File: src/rtl/uart_pkg.sv
// uart_pkg: shared types and helpers for the framed UART transmitter.
//   tx_state_e  - transmitter FSM states (PARITY exists only with UART_TX_PARITY_EN)
//   PAR_*       - parity_mode encodings (2'b11 behaves as PAR_NONE)
//   count_width - width of a FIFO occupancy count able to hold 0..depth
package uart_pkg;

`ifdef UART_TX_PARITY_EN
  typedef enum logic [2:0] {
    IDLE   = 3'd0,
    START  = 3'd1,
    DATA   = 3'd2,
    PARITY = 3'd3,
    STOP   = 3'd4
  } tx_state_e;
`else
  typedef enum logic [2:0] {
    IDLE  = 3'd0,
    START = 3'd1,
    DATA  = 3'd2,
    STOP  = 3'd4
  } tx_state_e;
`endif

  localparam logic [1:0] PAR_NONE = 2'b00;
  localparam logic [1:0] PAR_EVEN = 2'b01;
  localparam logic [1:0] PAR_ODD  = 2'b10;

  // Occupancy runs 0..depth inclusive, so one bit more than the address.
  function automatic int unsigned count_width(input int unsigned depth);
    return $clog2(depth) + 1;
  endfunction

endpackage

File: src/rtl/uart_tx_framed_if.sv
// uart_tx_framed_if: valid/ready write channel into the UART transmit buffer.
//   s_valid - write request (master -> slave)
//   s_data  - word to transmit, DATA_BITS wide (master -> slave)
//   s_ready - buffer can accept a word (slave -> master)
interface uart_tx_framed_if #(
  parameter int unsigned DATA_BITS = 8
);
  logic                 s_valid;
  logic                 s_ready;
  logic [DATA_BITS-1:0] s_data;

  modport master (output s_valid, output s_data, input s_ready);
  modport slave  (input s_valid, input s_data, output s_ready);
endinterface

File: src/rtl/uart_tx_fifo.sv
// uart_tx_fifo: synchronous circular FIFO buffering words for the transmitter.
//   clk, reset      - clock, synchronous active-high reset (flushes pointers/count)
//   i_push, i_data  - write strobe and word; ignored while full
//   i_pop           - remove head word; ignored while empty
//   o_data          - head word (valid while !o_empty)
//   o_count         - number of stored words
//   o_full, o_empty - registered status flags
module uart_tx_fifo
  import uart_pkg::*;
#(
  parameter int unsigned WIDTH = 8,
  parameter int unsigned DEPTH = 4
) (
  input  logic                            clk,
  input  logic                            reset,
  input  logic                            i_push,
  input  logic [WIDTH-1:0]                i_data,
  input  logic                            i_pop,
  output logic [WIDTH-1:0]                o_data,
  output logic [count_width(DEPTH)-1:0]   o_count,
  output logic                            o_full,
  output logic                            o_empty
);
  localparam int unsigned AW = $clog2(DEPTH);
  localparam int unsigned CW = count_width(DEPTH);

  logic [WIDTH-1:0] r_mem [DEPTH];
  logic [AW-1:0]    r_wr_ptr;
  logic [AW-1:0]    r_rd_ptr;
  logic [CW-1:0]    r_count;
  logic             r_full;
  logic             r_empty;
  logic             w_push;
  logic             w_pop;
  logic [CW-1:0]    w_count_nxt;

  // Full refuses a push even when a pop happens in the same cycle.
  assign w_push = i_push && !r_full;
  assign w_pop  = i_pop && !r_empty;

  // Occupancy update; simultaneous push and pop leave it unchanged.
  always_comb begin
    w_count_nxt = r_count;
    if (w_push && !w_pop) begin
      w_count_nxt = r_count + CW'(1);
    end else if (!w_push && w_pop) begin
      w_count_nxt = r_count - CW'(1);
    end
  end

  // Pointers, count and flags; pointers wrap naturally (power-of-2 depth).
  always_ff @(posedge clk) begin
    if (reset) begin
      r_wr_ptr <= '0;
      r_rd_ptr <= '0;
      r_count  <= '0;
      r_full   <= 1'b0;
      r_empty  <= 1'b1;
    end else begin
      if (w_push) r_wr_ptr <= r_wr_ptr + AW'(1);
      if (w_pop)  r_rd_ptr <= r_rd_ptr + AW'(1);
      r_count <= w_count_nxt;
      r_full  <= (w_count_nxt == CW'(DEPTH));
      r_empty <= (w_count_nxt == '0);
    end
  end

  // Storage needs no reset; the pointers define what is valid.
  always_ff @(posedge clk) begin
    if (w_push) r_mem[r_wr_ptr] <= i_data;
  end

  assign o_data  = r_mem[r_rd_ptr];
  assign o_count = r_count;
  assign o_full  = r_full;
  assign o_empty = r_empty;
endmodule

File: src/rtl/uart_tx_framed.sv
// uart_tx_framed: buffered UART transmitter, start + data (LSB first)
// + optional parity + 1/2 stop bits. Parity support is compiled in only
// when macro UART_TX_PARITY_EN is defined; otherwise parity_mode is ignored.
//   clk, reset   - clock, synchronous active-high reset (aborts frame, flushes buffer)
//   s_if         - write channel (s_valid/s_ready/s_data), slave side
//   parity_mode  - 00 none, 01 even, 10 odd, 11 none; latched at frame start
//   tx           - serial line, idle high
//   tx_active    - high from first START cycle through last STOP cycle
//   tx_done      - one-cycle pulse in the idle cycle after a frame
//   fifo_count   - words waiting in the buffer
module uart_tx_framed
  import uart_pkg::*;
#(
  parameter int unsigned CLKS_PER_BIT = 9,
  parameter int unsigned DATA_BITS    = 8,
  parameter int unsigned STOP_BITS    = 1,
  parameter int unsigned FIFO_DEPTH   = 4
) (
  input  logic                                clk,
  input  logic                                reset,
  uart_tx_framed_if.slave                     s_if,
  input  logic [1:0]                          parity_mode,
  output logic                                tx,
  output logic                                tx_active,
  output logic                                tx_done,
  output logic [count_width(FIFO_DEPTH)-1:0]  fifo_count
);
  localparam int unsigned CLK_W = $clog2(CLKS_PER_BIT);
  localparam int unsigned BIT_W = $clog2(DATA_BITS);

  tx_state_e            r_state, w_state_nxt;
  logic [CLK_W-1:0]     r_clk_cnt, w_clk_cnt_nxt;
  logic [BIT_W-1:0]     r_bit_cnt, w_bit_cnt_nxt;
  logic [DATA_BITS-1:0] r_shift, w_shift_nxt;
  logic                 r_tx, w_tx_nxt;
  logic                 r_active, w_active_nxt;
  logic                 r_done, w_done_nxt;
  logic                 w_tick;
  logic                 w_pop;
  logic                 w_full;
  logic                 w_empty;
  logic [DATA_BITS-1:0] w_head;
`ifdef UART_TX_PARITY_EN
  logic                 r_par_en, w_par_en_nxt;
  logic                 r_par_bit, w_par_bit_nxt;
`else
  logic                 w_unused_parity;
  assign w_unused_parity = ^parity_mode;
`endif

  uart_tx_fifo #(
    .WIDTH (DATA_BITS),
    .DEPTH (FIFO_DEPTH)
  ) u_fifo (
    .clk     (clk),
    .reset   (reset),
    .i_push  (s_if.s_valid),
    .i_data  (s_if.s_data),
    .i_pop   (w_pop),
    .o_data  (w_head),
    .o_count (fifo_count),
    .o_full  (w_full),
    .o_empty (w_empty)
  );

  assign s_if.s_ready = !w_full;

  // Last clock of the current bit period.
  assign w_tick = (r_clk_cnt == CLK_W'(CLKS_PER_BIT - 1));

  // Next-state, datapath and registered-output decode.
  always_comb begin
    w_state_nxt   = r_state;
    w_clk_cnt_nxt = '0;
    w_bit_cnt_nxt = r_bit_cnt;
    w_shift_nxt   = r_shift;
    w_pop         = 1'b0;
    w_done_nxt    = 1'b0;
    w_tx_nxt      = 1'b1;
`ifdef UART_TX_PARITY_EN
    w_par_en_nxt  = r_par_en;
    w_par_bit_nxt = r_par_bit;
`endif
    if (r_state != IDLE) begin
      w_clk_cnt_nxt = w_tick ? '0 : r_clk_cnt + CLK_W'(1);
    end
    case (r_state)
      IDLE: begin
        if (!w_empty) begin
          w_pop         = 1'b1;
          w_shift_nxt   = w_head;
          w_bit_cnt_nxt = '0;
          w_state_nxt   = START;
`ifdef UART_TX_PARITY_EN
          w_par_en_nxt  = (parity_mode == PAR_EVEN) || (parity_mode == PAR_ODD);
          w_par_bit_nxt = (^w_head) ^ (parity_mode == PAR_ODD);
`endif
        end
      end
      START: begin
        if (w_tick) w_state_nxt = DATA;
      end
      DATA: begin
        if (w_tick) begin
          w_shift_nxt = r_shift >> 1;
          if (r_bit_cnt == BIT_W'(DATA_BITS - 1)) begin
            w_bit_cnt_nxt = '0;
`ifdef UART_TX_PARITY_EN
            w_state_nxt   = r_par_en ? PARITY : STOP;
`else
            w_state_nxt   = STOP;
`endif
          end else begin
            w_bit_cnt_nxt = r_bit_cnt + BIT_W'(1);
          end
        end
      end
`ifdef UART_TX_PARITY_EN
      PARITY: begin
        if (w_tick) w_state_nxt = STOP;
      end
`endif
      STOP: begin
        if (w_tick) begin
          if (r_bit_cnt == BIT_W'(STOP_BITS - 1)) begin
            w_state_nxt = IDLE;
            w_done_nxt  = 1'b1;
          end else begin
            w_bit_cnt_nxt = r_bit_cnt + BIT_W'(1);
          end
        end
      end
      default: w_state_nxt = IDLE;
    endcase

    // Line level follows the state being entered so tx lines up with it.
    case (w_state_nxt)
      START:   w_tx_nxt = 1'b0;
      DATA:    w_tx_nxt = w_shift_nxt[0];
`ifdef UART_TX_PARITY_EN
      PARITY:  w_tx_nxt = w_par_bit_nxt;
`endif
      default: w_tx_nxt = 1'b1;
    endcase
    w_active_nxt = (w_state_nxt != IDLE);
  end

  // State and output registers.
  always_ff @(posedge clk) begin
    if (reset) begin
      r_state   <= IDLE;
      r_clk_cnt <= '0;
      r_bit_cnt <= '0;
      r_shift   <= '0;
      r_tx      <= 1'b1;
      r_active  <= 1'b0;
      r_done    <= 1'b0;
`ifdef UART_TX_PARITY_EN
      r_par_en  <= 1'b0;
      r_par_bit <= 1'b0;
`endif
    end else begin
      r_state   <= w_state_nxt;
      r_clk_cnt <= w_clk_cnt_nxt;
      r_bit_cnt <= w_bit_cnt_nxt;
      r_shift   <= w_shift_nxt;
      r_tx      <= w_tx_nxt;
      r_active  <= w_active_nxt;
      r_done    <= w_done_nxt;
`ifdef UART_TX_PARITY_EN
      r_par_en  <= w_par_en_nxt;
      r_par_bit <= w_par_bit_nxt;
`endif
    end
  end

  assign tx        = r_tx;
  assign tx_active = r_active;
  assign tx_done   = r_done;
endmodule

File: src/flat_wrapper.sv
// flat-port wrapper written by rule: the top's interface ports become plain ports
module uart_tx_framed_flat import uart_pkg::*;
#(
  parameter int unsigned CLKS_PER_BIT = 9,
  parameter int unsigned DATA_BITS    = 8,
  parameter int unsigned STOP_BITS    = 1,
  parameter int unsigned FIFO_DEPTH   = 4
)
  (clk, reset, parity_mode, tx, tx_active, tx_done, fifo_count, s_if_s_valid, s_if_s_data, s_if_s_ready);
  uart_tx_framed_if #(.DATA_BITS(DATA_BITS)) s_if_i ();
  input  logic clk;
  input  logic reset;
  input  logic [1:0] parity_mode;
  output logic tx;
  output logic tx_active;
  output logic tx_done;
  output logic [count_width(FIFO_DEPTH)-1:0] fifo_count;
  input wire logic [$bits(s_if_i.s_valid)-1:0] s_if_s_valid;
  input wire logic [$bits(s_if_i.s_data)-1:0] s_if_s_data;
  output wire logic [$bits(s_if_i.s_ready)-1:0] s_if_s_ready;
  assign s_if_i.s_valid = s_if_s_valid;
  assign s_if_i.s_data = s_if_s_data;
  assign s_if_s_ready = s_if_i.s_ready;
  uart_tx_framed #(.CLKS_PER_BIT(CLKS_PER_BIT), .DATA_BITS(DATA_BITS), .STOP_BITS(STOP_BITS), .FIFO_DEPTH(FIFO_DEPTH)) u_core (.clk(clk), .reset(reset), .s_if(s_if_i), .parity_mode(parity_mode), .tx(tx), .tx_active(tx_active), .tx_done(tx_done), .fifo_count(fifo_count));
endmodule
File: config.mk
export PLATFORM = sky130hd
export DESIGN_NAME = uart_tx_framed_flat
export DESIGN_NICKNAME = d
export VERILOG_FILES = /design/src/rtl/uart_pkg.sv /design/src/rtl/uart_tx_framed_if.sv /design/src/rtl/uart_tx_fifo.sv /design/src/rtl/uart_tx_framed.sv /design/src/flat_wrapper.sv
export SDC_FILE = /design/constraint.sdc
export NUM_CORES = 1
export LEC_CHECK = 0
export BUFFER_PORTS_ARGS = -buffer_cell sky130_fd_sc_hd__clkbuf_2
export CAP_MARGIN = 0
export CORE_MARGIN = 8
export CORE_UTILIZATION = 25
export CTS_CLUSTER_SIZE = 24
export DETAILED_ROUTE_END_ITERATION = 7
export RECOVER_POWER = 100
export SYNTH_ARGS = -nofsm -noshare
export SYNTH_HDL_FRONTEND = slang
export SYNTH_SLANG_ARGS = --single-unit
File: constraint.sdc
create_clock -name clk -period 3.55 [get_ports clk]
set_input_delay 0.8875 -clock clk [delete_from_list [all_inputs] [get_ports clk]]
set_output_delay 0.8875 -clock clk [all_outputs]
set_load 0.05 [all_outputs]
==> results.py <==
metrics = {
    "status": {
        "status": "completed",
    },
    "sta": {
        "fmax_mhz": 430,
        "finalSetupViolations": 0,
        "max-slew-margin-rel_pct": 30.4,
        "whs_ns": 0.455,
        "hold_viol_final": 0,
        "rsz0062_at_grt": "no",
        "fin_ws_ns": 1.23,
        "max_slew.worst_pin.slew_ns": 1.04,
        "period_share_pct": 65.4,
        "slew_violations": 0,
        "final.setup_skew_ns": 0.00478,
        "min_period_ns": 2.32,
        "tns_ns": 0,
    },
    "logic_synthesis": {
        "synth_compound_area_share_pct": 10.1,
        "muxShareOfSynthArea_pct": 7.02,
        "synth_top_family_by_area": "simple AND/OR/NAND/NOR gates",
        "synthArstFlopShare_pct": 0,
        "postSynthCellCount": 218,
        "synth_cell_types": 44,
        "synthTopCellsByArea": "edfxtp_1, dfxtp_1, mux4_2, ha_1, a21oi_1",
        "synthAdderAreaFrac_pct": 5.08,
        "yosysWarningCount": 0,
        "synth_area_per_cell_sq_um": 12.4,
        "synth_ff_type": "edfxtp_1",
        "synth_top_area_share_pct": 35.5,
        "yosys.area_share.xor_xnor_pct": 2.26,
        "yosys.area_share.simple_pct": 12.7,
        "synth_top_area_cell": "edfxtp_1",
        "synth_edf_count": 32,
        "synth_nets": 242,
        "ys_ff_latch": 64,
        "syn_area_sq_um": 2710,
        "seq_area_frac_synth_pct": 59.1,
        "yosys-top-cells-count": "dfxtp_1, edfxtp_1, nand2_1, nor2_1, a21oi_1",
    },
    "detailed_routing": {
        "dr.pass1.iters": 4,
        "viasPerCell": 4.41,
        "drtIter0Drc": 75,
        "vias": 1674,
        "wl_met3_microns": 211,
        "route.detailed.drc": 0,
        "met2_length_mm": 2.29,
        "top_layer": "met4",
        "antenna_left": 0,
        "met1_length_mm": 2.22,
        "wirelength_mm": 4.79,
        "wl_per_cell_microns": 12.6,
    },
    "finish": {
        "syn_to_final_growth_pct": 14.5,
        "num_antenna_cells": 0,
        "drive_above_1_share_pct": 10.4,
        "finalNetCount": 259,
    },
    "critical_path": {
        "critPathKind": "in2reg",
        "cp_slowest_cell": "nor2b_1",
        "path_buf_inv": 1,
        "worstPathMaxFanout": 12,
        "cp.arrival_ns": 2.30,
        "slowest_delay_ns": 0.69,
        "end_kind": "flip-flop",
        "path_cells": "clkbuf_1 > nor2b_1 > and2_0",
        "cp_top_family": "simple AND/OR/NAND/NOR gates",
        "worstPathRequired_ns": 3.53,
        "cp-start-kind": "input port",
    },
    "run": {
        "maxCapViolations": 0,
    },
    "clocking": {
        "cts_sinks": 64,
        "cts_resized": 0,
        "postCtsSetupBuffers": 0,
        "path_clk_slew_ns": 0.07,
        "numCtsBuffers": 9,
        "clock_tree.root_cell": "clkbuf_8",
        "cts.path.max_buffers": 2,
        "cts_max_level": 3,
        "cts_tree": "done",
        "clk_latency_ns": 0.34,
        "postCtsHoldBufs": 0,
    },
    "global_routing": {
        "grt_usage_pct": 7.29,
        "first_global_vias": 1675,
        "grt_pass1_wl_mm": 8.21,
        "grt_max_degree": 26,
        "antenna_found_initial": 0,
        "gr-total-overflow": 0,
    },
    "power_and_ir_drop": {
        "pwr-share-seq_pct": 45.6,
        "p_comb_share_pct": 24.2,
        "pwr_density_cell_nw_per_um2": 708,
        "switching_share_pct": 31.5,
        "power.leakage_nw": 1.04,
        "switching_power_w": 0.000691,
        "ir_drop_mv": 0.202,
        "pwr-share-clk_pct": 30.2,
        "p_int_w": 0.00150,
    },
    "floorplanning": {
        "rows": 38,
        "die-area_sq_um": 14400,
        "ioPinCount": 20,
        "core_region_area_sq_um": 10700,
        "die_h_microns": 120,
        "initial_core_util_pct": 25.3,
        "fp.dieW_microns": 120,
    },
    "worst_hold_path": {
        "hp-class": "reg2reg",
    },
    "placed_design": {
        "dp_hpwl_mm": 3.32,
        "io_buffer_count": 17,
        "place_ws_ns": 0.999,
        "gp_congestion": 0.755,
    },
}
-- logic make-up after synthesis --
logic type	count (synthesis)
AND/OR/NAND/NOR	64
flip-flops	64
AO/OA/AOI/OAI	39
buffers and inverters	24
adder cells (fa/ha/maj)	11
multiplexers	9
XOR/XNOR	7
-- power by group through the flow --
stage               clock network [W]  logic, W  registers (W)
floorplan                           0  0.000422        0.00103
CTS                          0.000683  0.000550        0.00100
finish                       0.000664  0.000530        0.00100
detailed placement                  0  0.000547        0.00102
global placement                    0  0.000538        0.00102
global route                 0.000721  0.000586        0.00102
-- final cells by class --
| type | count | area, sq um |
|---|---|---|
| clock buffer | 10 | 128 |
| clock inverter | 6 | 83.8 |
| fill | 1092 | 7600 |
| inverter | 13 | 48.8 |
| multi-input combinational | 130 | 1000 |
| sequential | 64 | 1600 |
| tap | 140 | 175 |
| timing repair buffer | 17 | 63.8 |
-- per-layer routing --
layer	track usage, %	up-vias
li1	-	834
met1	8.29	801
met2	11.5	31
met3	3.71	8
met4	2.89	0
met5	0	-
-- path summary, 6_finish.rpt --
kind | start | to | slack, ns | cells after the start
worst max-delay path | s_if_s_valid | u_core.u_fifo.r_mem[1][3] | 1.23 | 3
worst min-delay path | u_core.r_shift[3] | u_core.r_shift[2] | 0.46 | 2
worst max register to register | u_core.r_state[0] | u_core.r_shift[5] | 1.50 | 4
worst min register to register | u_core.r_shift[3] | u_core.r_shift[2] | 0.46 | 2
-- through the flow --
stage / util (%) / std cells / instance area [sq um] / power (W)
after global routing: 29.0 / 380 / 3100 / 0.00233
after floorplan: - / 218 / 2710 / 0.00145
after detailed placement: 27.3 / 364 / 2920 / 0.00157
after CTS: 29.2 / 380 / 3130 / 0.00224
after global placement: 27.3 / 364 / 2920 / 0.00155
final: 29.0 / 380 / 3100 / 0.00219
-- registers in the layout, indices dropped and copies added, names as in the netlist, named ones only --
register and cells:
u_core.tx_done 1, u_core.tx 1, u_core.r_clk_cnt 4, u_core.tx_active 1
u_core.u_fifo.o_full 1, u_core.u_fifo.r_rd_ptr 2, u_core.u_fifo.o_count 3, u_core.u_fifo.r_mem 32
u_core.u_fifo.r_wr_ptr 2, u_core.u_fifo.o_empty 1, u_core.r_shift 8, u_core.r_bit_cnt 3
u_core.r_state 3
-- tightest hold or removal path, stage by stage (launching register included) --
cell     delay (ns)
dfxtp_1        0.31
nand2_1        0.05
a21oi_1        0.05
-- cells in the final DEF, fill, tap and decap left out, drive strengths merged, types with 2 or more instances in the layout --
cell type,n
a211o,4
a211oi,3
a21oi,14
a221oi,2
a22oi,6
and2,4
and3,2
bufinv,2
clkbuf,27
clkinv,2
clkinvlp,2
dfxtp,32
edfxtp,32
ha,11
inv,13
mux4,8
nand2,17
nand2b,4
nand3,6
nand3b,2
nor2,15
nor2b,2
nor3,2
nor4,3
o2111ai,2
o21ai,3
o31ai,2
xnor2,5
xor2,2
Note: power is estimated with default switching activity, not from simulation.
